**src/rtl/lsm_regress_seq.sv**
```systemverilog
// Control sequencer for the Longstaff-Schwartz regression step: clears and feeds the
// XTX/XTY accumulators with ITM samples, kicks MAT_INV, and reports the outcome.
module lsm_regress_seq #(
    parameter int PATH_W      = 10,
    parameter int ACC_LAT     = 2,
    parameter int INV_TIMEOUT = 64
) (
    input  logic              clk,
    input  logic              rst,
    input  logic              cmd_start,
    input  logic [PATH_W-1:0] cfg_n_paths,
    input  logic              s_valid,
    input  logic              s_itm,
    output logic              s_ready,
    output logic              acc_clr,
    output logic              acc_en,
    output logic              inv_start,
    input  logic              inv_valid,
    output logic              busy,
    output logic              done,
    output logic              degenerate,
    output logic              err_timeout,
    output logic [PATH_W-1:0] itm_count
);
    localparam int TO_W  = $clog2(INV_TIMEOUT + 1);
    localparam int LAT_W = $clog2(ACC_LAT + 1);

    typedef enum logic [2:0] {
        S_IDLE, S_CLEAR, S_ACCUM, S_DRAIN, S_INVERT, S_DONE
    } state_t;

    state_t            state, state_nxt;
    logic [PATH_W-1:0] n_q, path_cnt;
    logic [LAT_W-1:0]  lat_cnt;
    logic [TO_W-1:0]   wait_cnt;
    logic              hs, last_hs, lat_done, to_hit, few_itm;

    assign hs       = (state == S_ACCUM) && s_valid;
    assign last_hs  = hs && (path_cnt == n_q - PATH_W'(1));
    assign lat_done = (lat_cnt == LAT_W'(ACC_LAT - 1));
    assign to_hit   = (wait_cnt == TO_W'(INV_TIMEOUT - 1));
    assign few_itm  = (itm_count < PATH_W'(3));

    always_ff @(posedge clk) begin
        if (rst) state <= S_IDLE;
        else     state <= state_nxt;
    end

    always_comb begin
        state_nxt = state;
        s_ready   = 1'b0;
        acc_clr   = 1'b0;
        acc_en    = 1'b0;
        inv_start = 1'b0;
        done      = 1'b0;
        busy      = (state != S_IDLE);
        case (state)
            S_IDLE: begin
                if (cmd_start)
                    state_nxt = (cfg_n_paths == '0) ? S_DONE : S_CLEAR;
            end
            S_CLEAR: begin
                acc_clr   = 1'b1;
                state_nxt = S_ACCUM;
            end
            S_ACCUM: begin
                s_ready = 1'b1;
                acc_en  = s_valid && s_itm;
                if (last_hs) state_nxt = S_DRAIN;
            end
            S_DRAIN: begin
                if (lat_done) state_nxt = few_itm ? S_DONE : S_INVERT;
            end
            S_INVERT: begin
                inv_start = 1'b1;
                // a response on the expiry cycle still wins over the timeout
                if (inv_valid || to_hit) state_nxt = S_DONE;
            end
            S_DONE: begin
                done      = 1'b1;
                state_nxt = S_IDLE;
            end
            default: state_nxt = S_IDLE;
        endcase
    end

    always_ff @(posedge clk) begin
        if (rst) begin
            n_q         <= '0;
            path_cnt    <= '0;
            itm_count   <= '0;
            lat_cnt     <= '0;
            wait_cnt    <= '0;
            degenerate  <= 1'b0;
            err_timeout <= 1'b0;
        end else begin
            lat_cnt  <= '0;
            wait_cnt <= '0;
            case (state)
                S_IDLE: begin
                    if (cmd_start) begin
                        n_q         <= cfg_n_paths;
                        path_cnt    <= '0;
                        itm_count   <= '0;
                        err_timeout <= 1'b0;
                        degenerate  <= (cfg_n_paths == '0);
                    end
                end
                S_ACCUM: begin
                    if (hs) begin
                        path_cnt <= path_cnt + PATH_W'(1);
                        if (s_itm) itm_count <= itm_count + PATH_W'(1);
                    end
                end
                S_DRAIN: begin
                    if (!lat_done)    lat_cnt    <= lat_cnt + LAT_W'(1);
                    else if (few_itm) degenerate <= 1'b1;
                end
                S_INVERT: begin
                    wait_cnt <= wait_cnt + TO_W'(1);
                    if (to_hit && !inv_valid) err_timeout <= 1'b1;
                end
                default: ;
            endcase
        end
    end
endmodule

```
**config.mk**
```make
export PLATFORM = sky130hd
export DESIGN_NAME = lsm_regress_seq
export DESIGN_NICKNAME = d
export VERILOG_FILES = /design/src/rtl/lsm_regress_seq.sv
export SDC_FILE = /design/constraint.sdc
export NUM_CORES = 1
export LEC_CHECK = 0
export ABC_AREA = 0
export BUFFER_PORTS_ARGS = -buffer_cell sky130_fd_sc_hd__clkbuf_2
export CAP_MARGIN = 0
export CORE_MARGIN = 1.5
export CORE_UTILIZATION = 30
export DETAILED_ROUTE_END_ITERATION = 16
export GPL_TIMING_DRIVEN = 0
export REMOVE_ABC_BUFFERS = 1
export SYNTH_ARGS = -nofsm -noshare
export SYNTH_HDL_FRONTEND = slang
export SYNTH_SLANG_ARGS = --single-unit
```
**constraint.sdc**
```tcl
create_clock -name clk -period 2.62 [get_ports clk]
set_input_delay 0.524 -clock clk [delete_from_list [all_inputs] [get_ports clk]]
set_output_delay 0.524 -clock clk [all_outputs]
set_load 0.01 [all_outputs]
```
Word-level counts from Yosys, hierarchy flattened
Cells that the tools add are included.
Widths: inputs -> output; s select.
{"block": "word_totals", "register_bits": 44, "inputBits": 16, "output_inout_bits": 18, "wordCells": 77}
{"block": "op_classes", "add_sub_neg": 5, "n_lt_le_gt_ge": 1, "eq_ne": 16, "muxes": 25, "bitwise": 2, "reduce_logical": 20}
{"operator": "$mux 10", "count": 4}
{"operator": "$pmux 10 s2", "count": 2}
{"operator": "$add 10x1->10 const B", "count": 2}
{"operator": "$ne 2x2->1 const B", "count": 8}
{"operator": "$mux 3", "count": 5}
{"operator": "$pmux 3 s5", "count": 1}
{"operator": "$reduce_and 4->1", "count": 3}
{"operator": "$mux 1", "count": 11}
{"operator": "$eq 10x10->1", "count": 1}
{"operator": "$logic_not 10->1", "count": 1}
{"operator": "$lt 10x2->1 const B", "count": 1}
{"operator": "$sub 10x1->10 const B", "count": 1}
{"operator": "$add 7x1->7 const B", "count": 1}
{"operator": "$eq 7x6->1 const B", "count": 1}
{"operator": "$eq 3x2->1 const B", "count": 2}
{"operator": "$eq 3x3->1 const B", "count": 2}
{"operator": "$reduce_and 3->1", "count": 2}
{"operator": "$reduce_bool 2->1", "count": 3}
{"operator": "$logic_and 1x1->1", "count": 4}
{"operator": "$pmux 1 s2", "count": 2}
{"operator": "$eq 3x1->1 const B", "count": 1}
{"operator": "$logic_not 3->1", "count": 1}
{"operator": "$reduce_bool 3->1", "count": 1}
{"operator": "$reduce_or 3->1", "count": 1}
{"operator": "other kinds (7)", "count": 8}

Logic depth before layout (Yosys ltp)
Gate-level depths: netlist of the first run.
{"block": "depth", "ltp_word": 5, "depth_mapped": 8}

Worst setup path after synthesis of the first run
OpenSTA, ideal clock, no wires.
{"block": "synth_timing", "path_type": "register to register", "startpoint": "register n_q[0]", "endpoint": "register state[0]", "setup_ns": 0.084, "arrival_ns": 1.754, "required_time_ns": 2.536, "setup_slack_ns": 0.781, "path_stages_with_launch": 9, "path_buffers": 1, "path_cell_list": "dfxtp_1 inv_1 ha_1 clkbuf_1 xor2_1 o21ai_0 a21oi_1 or4_4 o31ai_2"}
{"block": "synth_between", "elab_chain_len": 5}
{"item": "start: declaration", "line_no": "33", "rtl": "logic [PATH_W-1:0] n_q, path_cnt;"}
{"item": "start signal: assignment", "line_no": "102", "rtl": "n_q <= cfg_n_paths;"}
{"item": "$sub 10x1->10", "line_no": "39", "rtl": "assign last_hs = hs && (path_cnt == n_q - PATH_W'(1));"}
{"item": "$eq 10x10->1", "line_no": "39"}
{"item": "$logic_and 1x1->1", "line_no": "39"}
{"item": "$ne 2x2->1 (no line)"}
{"item": "$reduce_and 4->1 (no line)"}
{"item": "end signal: assignment", "line_no": "46", "rtl": "else state <= state_nxt;"}
{"item": "end: declaration", "line_no": "32", "rtl": "state_t state, state_nxt;"}
Every way passes these cells.
A chain may end at the register's enable or synchronous reset.

Worst setup path after layout of the first run
{"block": "layout_timing", "startpoint": "register state[2]", "endpoint": "output port acc_en"}
{"block": "layout_between", "elab_chain_len": 2}
{"item": "$eq 3x2->1", "line_no": "57", "rtl": "case (state)"}
{"item": "$mux 1", "line_no": "57"}
{"item": "end: declaration", "line_no": "16", "rtl": "output logic acc_en,"}
Every way passes these cells.

==> impl_table.tex, run 1 <==
\begin{tabular}{lr}
\hline
Metric & Value \\
\hline
\multicolumn{2}{l}{\textbf{Placed design}} \\
Port bufs & 33 \\
Placer congestion estimate & 0.790 \\
Area of placed instances & 0.00255 mm\^{}2 \\
Worst setup timing slack at the placement stage & 12.8 ps \\
Post-DP HPWL & 3820 um \\
\multicolumn{2}{l}{\textbf{Drt}} \\
WL per Instance & 12.7 um \\
Count of antenna-violating nets left after detailed routing & 0 \\
Total vias in the final route & 2013 \\
Violation count after the first detailed-routing iteration & 126 \\
Drt first pass iters & 4 \\
Via density per instance & 4.96 \\
Routed WL & 5150 um \\
Drc violations & 0 \\
\multicolumn{2}{l}{\textbf{GRT}} \\
Most Used Layer, Global Route & met2 \\
Met2 Usage GRT & 20.1\% \\
Pin count of the biggest net entering global routing & 25 \\
GR Util met1 & 18.3\% \\
Met3 track demand over resource in global routing & 3.11\% \\
GRT overflow & 0 \\
Global-route wire length before repair & 8990 um \\
Aggregate global-route resource usage & 13.0\% \\
Number of antenna violations at the first check in global routing & 0 \\
Number of global-route vias before repair & 1878 \\
\multicolumn{2}{l}{\textbf{Yosys}} \\
Number of distinct library cells after synthesis & 51 \\
Count of state elements after synthesis & 44 \\
Number of enable flip-flop cells after synthesis & 0 \\
Area share of the largest cell type after synthesis & 38.1\% \\
Yosys synthesis warning count & 0 \\
Fraction of registers with async set/reset & 0\% \\
Dominant cell type by area after synthesis & dfxtp\_1 \\
Leading post-synthesis cells by cell area & dfxtp\_1, xor2\_1, xnor2\_1, nor2\_1, nand2\_1 \\
Avg Synthesized Cell Area & 8.31 um\^{}2 \\
Register area share after synthesis & 38.1\% \\
Most used flip-flop cell after synthesis & dfxtp\_1 \\
Synthesized netlist cell count & 278 \\
Syn Std Cell Area & 0.00231 mm\^{}2 \\
\multicolumn{2}{l}{\textbf{Setup path}} \\
Arrival @ worst endpoint & 1660 ps \\
Startpoint type of the worst setup path & flop \\
Max FO, Critical Path & 15 \\
WP data required & 2100 ps \\
CP Class & flop to output port \\
CP Capture Type & output port \\
\multicolumn{2}{l}{\textbf{Clock network}} \\
Buffer type at the clock tree root & clkbuf\_8 \\
Count of instances resized after the clock tree is built & 0 \\
Total number of H-tree levels & 2 \\
Number of sinks driven by the clock tree & 44 \\
CTS hold repair buffers & 0 \\
Number of buffers inserted to repair setup after CTS & 0 \\
Clock tree from TritonCTS & built \\
Clock latency reported for the late side of the worst-skew pair & 300 ps \\
Total clock buffers created by CTS & 5 \\
Clock slew at reported path FFs & 90 ps \\
Largest buffer count on any clock path & 2 \\
\multicolumn{2}{l}{\textbf{Timing}} \\
Setup repair after global routing missed its margin & no \\
Fin. Hold Viols & 0 \\
Period minus WS final & 2180 ps \\
Fin worst setup slack & 435 ps \\
Final Slew Violations & 0 \\
Peak clock frequency supported by timing & 0.458 GHz \\
Slew margin rel. & 48.7\% \\
Final count of negative-setup-slack endpoints & 0 \\
Worst Max-Slew Pin Slew & 766 ps \\
Final Cycle Share & 83.4\% \\
Setup\_tns & 0 ps \\
Worst clock skew & 10.3 ps \\
\multicolumn{2}{l}{\textbf{Cells and area}} \\
Fraction of final layout cells with drive strength greater than 1 & 16.3\% \\
Leading cell type in the layout, fill and taps excluded & dfxtp\_1 \\
Total inserted antenna cells & 0 \\
Commonest cells after routing, fill and taps aside & dfxtp\_1, nor2\_1, clkbuf\_2, nand2\_1, a21oi\_1 \\
Layout Cell Area excl Fill & 0.00268 mm\^{}2 \\
Total number of nets in the final design & 327 \\
Relative area change from synthesis to final layout & 15.8\% \\
\multicolumn{2}{l}{\textbf{Die}} \\
Width of the chip & 90.8 um \\
Number of primary I/O pins & 34 \\
Row cnt & 31 \\
Area of the die & 0.00824 mm\^{}2 \\
Height of the die & 90.8 um \\
Core ar. & 0.00737 mm\^{}2 \\
Initial Utilization & 31.4\% \\
\multicolumn{2}{l}{\textbf{Pwr}} \\
Design Power & 0.00202 W \\
Leakage power & 0.999 nW \\
IR Drop Worst-Case VDD & 0.421 mV \\
Total power divided by cell area & 755 mW/mm\^{}2 \\
\multicolumn{2}{l}{\textbf{Min path}} \\
Min-Delay Path Class & flop to flop \\
\multicolumn{2}{l}{\textbf{Outcome}} \\
Result of the run & finished, final reports clean \\
\multicolumn{2}{l}{\textbf{Flow run}} \\
\# Max-Cap Violations & 0 \\
\hline
\end{tabular}
==> cells in the mapped netlist (all sizes together), types with 2 or more instances <==
cell type / count
dfxtp: 44
nor2: 33
nand2: 31
a21oi: 22
xor2: 16
xnor2: 15
clkbuf: 10
nand3: 9
inv: 8
o21ai: 8
and3: 6
nand4: 6
nor3: 6
ha: 5
nand3b: 5
nor4: 5
or3: 5
a211oi: 4
nor3b: 4
nand2b: 3
or2: 3
or4: 3
a2111oi: 2
and2: 2
and4: 2
buf: 2
o21bai: 2
==> stage by stage <==
step           hold slack, ps  utilization, %  instances
6_report                  444            36.3        406
5_1_grt                   446            36.3        406
4_1_cts                   445            36.2        406
3_5_place_dp              431            34.6        398
3_3_place_gp              421            34.6        398
2_1_floorplan             404               -        266
==> area by class of cell <==
class                      instances  area, um^2
multi-input combinational        214        1360
inverter                           8        30.0
clock inverter                     2        38.8
tap                               99         124
timing repair buffer              33         165
fill                             797        4690
clock buffer                       6        82.6
sequential                        44         881
==> kinds of logic (layout without fill, tap and decap cells) <==
family,after synthesis,in the layout,synth area share [%]
compound gates,48,48,13.4
mux,1,1,0.433
flops,44,44,38.1
fa+ha+maj,5,5,2.71
buf+inv,20,49,3.63
simple gates,129,129,29.9
xor+xnor,31,31,11.7
==> where the power goes <==
part | internal (W) | total [W] | switching [W]
Sequential | 0.000722 | 0.000843 | 0.000121
Clock | 0.000312 | 0.000562 | 0.000249
Combinational | 0.000262 | 0.000615 | 0.000354
Total | 0.00130 | 0.00202 | 0.000724
==> final timing paths <==
path	slack [ps]	from	cells past startpoint	end
worst max-delay path	440	state[2]$_SDFFE_PP0P_	3	acc_en
worst min-delay path	440	lat_cnt[0]$_SDFF_PP0_	1	lat_cnt[0]$_SDFF_PP0_
worst max register to register	440	state[0]$_SDFFE_PP0P_	5	state[0]$_SDFFE_PP0P_
worst min register to register	440	lat_cnt[0]$_SDFF_PP0_	1	lat_cnt[0]$_SDFF_PP0_
==> flip-flops by register name, indices dropped and copies added (netlist names) <==
| name | flops |
|---|---|
| itm_count | 10 |
| n_q | 10 |
| path_cnt | 10 |
| wait_cnt | 7 |
| state | 3 |
| lat_cnt | 2 |
| degenerate | 1 |
| err_timeout | 1 |
==> per-layer routing <==
layer / share of wire [%] / up-vias
li1: - / 1035
met1: 50 / 942
met2: 46 / 32
met3: 3.7 / 4
met4: 0.82 / 0
met5: 0 / -
==> worst max-delay path, stage by stage (launching register included) <==
cell and delay (ps):
dfxtp_1 670, and4bb_2 360, and2_1 200, clkbuf_2 130
No activity file was read; power rests on OpenSTA's default activity.
==> run 2: changes to the inputs <==
==> constraint.sdc (replaced) <==
create_clock -name clk -period 2 [get_ports clk]
set_input_delay 0.4 -clock clk [delete_from_list [all_inputs] [get_ports clk]]
set_output_delay 0.4 -clock clk [all_outputs]
set_load 0.01 [all_outputs]
==> run 2 against run 1 <==
Against the previous run: sequential share of layout area shrank 0.22 points; cell count grew 0.49%; core utilization grew 0.61 points; critical endpoint unchanged; largest power group unchanged; critical path type unchanged.
==> impl_table.tex, run 2 (synthesis results as in run 1) <==
\begin{tabular}{lr}
\hline
Metric & Value \\
\hline
\multicolumn{2}{l}{\textbf{Placed design}} \\
Worst setup timing slack at the placement stage & -505 ps \\
Post-DP HPWL & 3820 um \\
Port bufs & 33 \\
Placer congestion estimate & 0.790 \\
\multicolumn{2}{l}{\textbf{Die}} \\
Number of primary I/O pins & 34 \\
Initial Utilization & 31.4\% \\
Width of the chip & 90.8 um \\
Core ar. & 0.00737 mm\^{}2 \\
Height of the die & 90.8 um \\
Row cnt & 31 \\
Area of the die & 0.00824 mm\^{}2 \\
\multicolumn{2}{l}{\textbf{Drt}} \\
Total vias in the final route & 2006 \\
Via density per instance & 4.92 \\
WL per Instance & 12.8 um \\
Drc violations & 0 \\
Routed WL & 5220 um \\
Violation count after the first detailed-routing iteration & 64 \\
Count of antenna-violating nets left after detailed routing & 0 \\
Drt first pass iters & 4 \\
\multicolumn{2}{l}{\textbf{Flow run}} \\
\# Max-Cap Violations & 0 \\
\multicolumn{2}{l}{\textbf{Clock network}} \\
Total number of H-tree levels & 2 \\
Clock latency reported for the late side of the worst-skew pair & 300 ps \\
Largest buffer count on any clock path & 2 \\
Buffer type at the clock tree root & clkbuf\_8 \\
Number of sinks driven by the clock tree & 44 \\
CTS hold repair buffers & 0 \\
Total clock buffers created by CTS & 5 \\
Clock slew at reported path FFs & 90 ps \\
Clock tree from TritonCTS & built \\
\multicolumn{2}{l}{\textbf{Pwr}} \\
Leakage power & 1.01 nW \\
Total internal power & 0.00173 W \\
Switch Pwr & 0.000963 W \\
Comb power frac & 31.2\% \\
Share of power burned in registers & 41.7\% \\
Share of total power consumed by net switching & 35.8\% \\
IR Drop Worst-Case VDD & 0.562 mV \\
Part of the total power dissipated in the clock network & 27.1\% \\
Total power divided by cell area & 989 mW/mm\^{}2 \\
\multicolumn{2}{l}{\textbf{Outcome}} \\
Result of the run & finished, final reports clean \\
\multicolumn{2}{l}{\textbf{GRT}} \\
Aggregate global-route resource usage & 13.1\% \\
Global-route wire length before repair & 9030 um \\
Number of global-route vias before repair & 1905 \\
GRT overflow & 0 \\
Number of antenna violations at the first check in global routing & 0 \\
Pin count of the biggest net entering global routing & 25 \\
\multicolumn{2}{l}{\textbf{Timing}} \\
Final Slew Violations & 0 \\
Setup repair after global routing missed its margin & yes \\
Worst Max-Slew Pin Slew & 499 ps \\
Setup\_tns & 0 ps \\
Fin. Hold Viols & 0 \\
Slew margin rel. & 66.7\% \\
Final count of negative-setup-slack endpoints & 0 \\
Period minus WS final & 1910 ps \\
Final Cycle Share & 95.4\% \\
Peak clock frequency supported by timing & 0.524 GHz \\
Worst clock skew & 10.6 ps \\
Fin worst setup slack & 91.0 ps \\
\multicolumn{2}{l}{\textbf{Setup path}} \\
CP Capture Type & output port \\
CP Class & flop to output port \\
WP data required & 1600 ps \\
Startpoint type of the worst setup path & flop \\
Arrival @ worst endpoint & 1510 ps \\
Max FO, Critical Path & 15 \\
\multicolumn{2}{l}{\textbf{Cells and area}} \\
Total inserted antenna cells & 0 \\
Commonest cells after routing, fill and taps aside & dfxtp\_1, nor2\_1, clkbuf\_2, nand2\_1, a21oi\_1 \\
Top Registers & itm\_count (10), n\_q (10), path\_cnt (10) \\
Leading cell type in the layout, fill and taps excluded & dfxtp\_1 \\
Fraction of final layout cells with drive strength greater than 1 & 19.1\% \\
Relative area change from synthesis to final layout & 17.8\% \\
Total number of nets in the final design & 329 \\
Fill cell count & 793 \\
\multicolumn{2}{l}{\textbf{Min path}} \\
Min-Delay Path Class & input port to flop \\
\hline
\end{tabular}
## run 2: area by class of cell
cell class,count,area (um^2),share of cell area [%]
repair buffers,35,180,6.62
well taps,99,124,4.55
clock inverters,2,38.8,1.43
clock buffers,6,82.6,3.03
inverters,8,30.0,1.10
flip-flops and latches,44,890,32.7
multi-input cells,214,1380,50.6
## run 2: power by group through the flow
stage,Combinational (W),Sequential (W),Clock [W]
finish,0.000840,0.00112,0.000730
detailed placement,0.000799,0.00112,0
CTS,0.000826,0.00111,0.000754
global route,0.000936,0.00114,0.000785
global placement,0.000779,0.00111,0
floorplan,0.000595,0.00108,0
## run 2: final timing paths
kind                         startpoint                    end  slack (ps)  cells past startpoint
setup / recovery  state[2]$_SDFFE_PP0P_                 acc_en          90                      3
setup reg to reg    n_q[3]$_SDFFE_PP0P_  state[0]$_SDFFE_PP0P_         140                      5
hold reg to reg   lat_cnt[0]$_SDFF_PP0_  lat_cnt[0]$_SDFF_PP0_         440                      1
hold / removal           cfg_n_paths[1]    n_q[1]$_SDFFE_PP0P_         320                      3
## run 2: repair_timing
action,in CTS,in global routing
pin swaps,1,1
hold endpoints to repair,0,0
gates resized for setup,5,6
setup buffers,2,0
setup endpoints to repair,19,4
## run 2: routing by layer
metal / global-route usage (%) / wire length [um] / vias to the layer above
met4: 3.44 / 52 / 0
li1: - / - / 1037
met3: 3.11 / 183 / 4
met5: 0 / 0 / -
met2: 20.4 / 2320 / 34
met1: 18.0 / 2660 / 931
## run 2: worst max-delay path, stage by stage (launching register included)
cell      delay [ps]
dfxtp_2          530
and4bb_2         350
and2_1           200
clkbuf_2         130
## run 2: through the flow
step                      instance area [um^2]  std cells  power (W)  hold slack (ps)  util, %
after detailed placement                  2550        398    0.00192              431     34.6
after global placement                    2550        398    0.00189              421     34.6
after floorplan                           2260        266    0.00167              404        -
after CTS                                 2700        408    0.00269              322     36.6
after global routing                      2720        408    0.00286              322     36.9
final                                     2720        408    0.00269              318     36.9
==> run 3: changes to the inputs <==
--- a/config.mk
+++ b/config.mk
@@ -12,7 +12,6 @@
 export CORE_UTILIZATION = 30
 export DETAILED_ROUTE_END_ITERATION = 16
 export GPL_TIMING_DRIVEN = 0
-export REMOVE_ABC_BUFFERS = 1
 export SYNTH_ARGS = -nofsm -noshare
 export SYNTH_HDL_FRONTEND = slang
 export SYNTH_SLANG_ARGS = --single-unit
==> run 3 against run 2 <==
Against the previous run: maximum frequency fell by 2.0%; via count grew 2.1%; clock skew about the same.
==> impl_table.tex, run 3 (synthesis results as in run 1) <==
\begin{tabular}{lr}
\hline
Metric & Value \\
\hline
\multicolumn{2}{l}{\textbf{Setup path}} \\
WP data required & 2210 ps \\
CP Class & flop to flop \\
Startpoint type of the worst setup path & flop \\
Max FO, Critical Path & 10 \\
Arrival @ worst endpoint & 2160 ps \\
CP Capture Type & flop \\
\multicolumn{2}{l}{\textbf{Die}} \\
Width of the chip & 90.8 um \\
Core ar. & 0.00737 mm\^{}2 \\
Initial Utilization & 31.4\% \\
Area of the die & 0.00824 mm\^{}2 \\
Height of the die & 90.8 um \\
Number of primary I/O pins & 34 \\
Row cnt & 31 \\
\multicolumn{2}{l}{\textbf{Pwr}} \\
IR Drop Worst-Case VDD & 0.386 mV \\
Design Power & 0.00257 W \\
Leakage power & 1.03 nW \\
Total power divided by cell area & 936 mW/mm\^{}2 \\
\multicolumn{2}{l}{\textbf{Timing}} \\
Worst clock skew & 10.6 ps \\
Final Cycle Share & 97.4\% \\
Setup repair after global routing missed its margin & yes \\
Fin. Hold Viols & 0 \\
Period minus WS final & 1950 ps \\
Slew margin rel. & 52.6\% \\
Worst Max-Slew Pin Slew & 707 ps \\
Hold WS & 331 ps \\
Peak clock frequency supported by timing & 0.513 GHz \\
Fin worst setup slack & 52.3 ps \\
Final Slew Violations & 0 \\
Final count of negative-setup-slack endpoints & 0 \\
\multicolumn{2}{l}{\textbf{Cells and area}} \\
Top Registers & itm\_count (10), n\_q (10), path\_cnt (10) \\
Leading cell type in the layout, fill and taps excluded & dfxtp\_1 \\
Fraction of final layout cells with drive strength greater than 1 & 19.1\% \\
Relative area change from synthesis to final layout & 18.7\% \\
Commonest cells after routing, fill and taps aside & dfxtp\_1, clkbuf\_2, nor2\_1, nand2\_1, a21oi\_1 \\
Total inserted antenna cells & 0 \\
Fill cell count & 787 \\
Total number of nets in the final design & 340 \\
\multicolumn{2}{l}{\textbf{Clock network}} \\
Buffer type at the clock tree root & clkbuf\_8 \\
CTS hold repair buffers & 0 \\
Clock latency reported for the late side of the worst-skew pair & 290 ps \\
Total number of H-tree levels & 2 \\
Largest buffer count on any clock path & 2 \\
Number of sinks driven by the clock tree & 44 \\
Clock tree from TritonCTS & built \\
Total clock buffers created by CTS & 5 \\
Clock slew at reported path FFs & 90 ps \\
\multicolumn{2}{l}{\textbf{Yosys}} \\
Synthesized netlist net count & 299 \\
\multicolumn{2}{l}{\textbf{Drt}} \\
Via density per instance & 4.89 \\
Drt first pass iters & 4 \\
Count of antenna-violating nets left after detailed routing & 0 \\
Drc violations & 0 \\
Total vias in the final route & 2049 \\
Routed WL & 5130 um \\
WL per Instance & 12.2 um \\
Violation count after the first detailed-routing iteration & 73 \\
\multicolumn{2}{l}{\textbf{GRT}} \\
Number of global-route vias before repair & 1923 \\
GRT overflow & 0 \\
Global-route wire length before repair & 8650 um \\
Number of antenna violations at the first check in global routing & 0 \\
Aggregate global-route resource usage & 12.8\% \\
Pin count of the biggest net entering global routing & 15 \\
\multicolumn{2}{l}{\textbf{Placed design}} \\
Port bufs & 33 \\
Post-DP HPWL & 3900 um \\
Worst setup timing slack at the placement stage & -161 ps \\
Placer congestion estimate & 0.760 \\
\multicolumn{2}{l}{\textbf{Min path}} \\
Min-Delay Path Class & input port to flop \\
\multicolumn{2}{l}{\textbf{Outcome}} \\
Result of the run & finished, final reports clean \\
\multicolumn{2}{l}{\textbf{Flow run}} \\
\# Max-Cap Violations & 0 \\
\hline
\end{tabular}
run 3: power breakdown:
part / switching (W) / total [W] / internal [W]
clock: 0.000309 / 0.000553 / 0.000244
sequential: 0.000106 / 0.00105 / 0.000948
combinational: 0.000553 / 0.000960 / 0.000407
total: 0.000968 / 0.00257 / 0.00160
run 3: layout make-up:
class / count / area (um^2) / area share (%)
Inverter: 8 / 30.0 / 1.09
Timing Repair Buffer: 35 / 180 / 6.57
Sequential cell: 44 / 886 / 32.3
Buffer: 11 / 53.8 / 1.96
Clock inverter: 3 / 18.8 / 0.684
Clock buffer: 5 / 68.8 / 2.51
Tap cell: 99 / 124 / 4.51
Multi-Input combinational cell: 214 / 1380 / 50.4
run 3: layer usage:
metal	vias to the layer above	routed length, um	track usage, %
met5	-	0	0
met4	0	106	5.03
met3	9	181	2.53
met2	42	2210	20.2
met1	941	2630	17.1
li1	1057	-	-
run 3: final timing paths:
| kind | endpoint | slack [ps] | from | cells past startpoint |
|---|---|---|---|---|
| worst max-delay path | state[0]$_SDFFE_PP0P_ | 50 | state[1]$_SDFFE_PP0P_ | 6 |
| worst min-delay path | n_q[0]$_SDFFE_PP0P_ | 330 | cfg_n_paths[0] | 3 |
| worst max register to register | state[0]$_SDFFE_PP0P_ | 50 | state[1]$_SDFFE_PP0P_ | 6 |
| worst min register to register | lat_cnt[0]$_SDFF_PP0_ | 440 | lat_cnt[0]$_SDFF_PP0_ | 1 |
run 3: timing repair:
item | 4_1_cts | 5_1_grt
endpoints found under the hold margin | 0 | 0
pin swaps | 0 | 4
gates cloned | 0 | 0
resized for setup | 3 | 10
endpoints found under the setup margin | 11 | 16
setup buffers | 1 | 1
run 3: worst max-delay path: stages, from the launching register on:
cell and delay, ps:
dfxtp_1 480, buf_2 240, nand3b_1 130, nand4b_1 270, a2111oi_1 450, o21bai_1 200, o31ai_4 100
run 3: stage by stage:
step / instances / instance area (um^2) / setup TNS, ps / utilization (%)
2_1_floorplan: 278 / 2310 / 0 / -
3_3_place_gp: 410 / 2600 / -1490 / 35.3
3_5_place_dp: 410 / 2600 / -1590 / 35.3
4_1_cts: 418 / 2700 / 0 / 36.6
5_1_grt: 419 / 2740 / -36.9 / 37.2
6_report: 419 / 2740 / 0 / 37.2
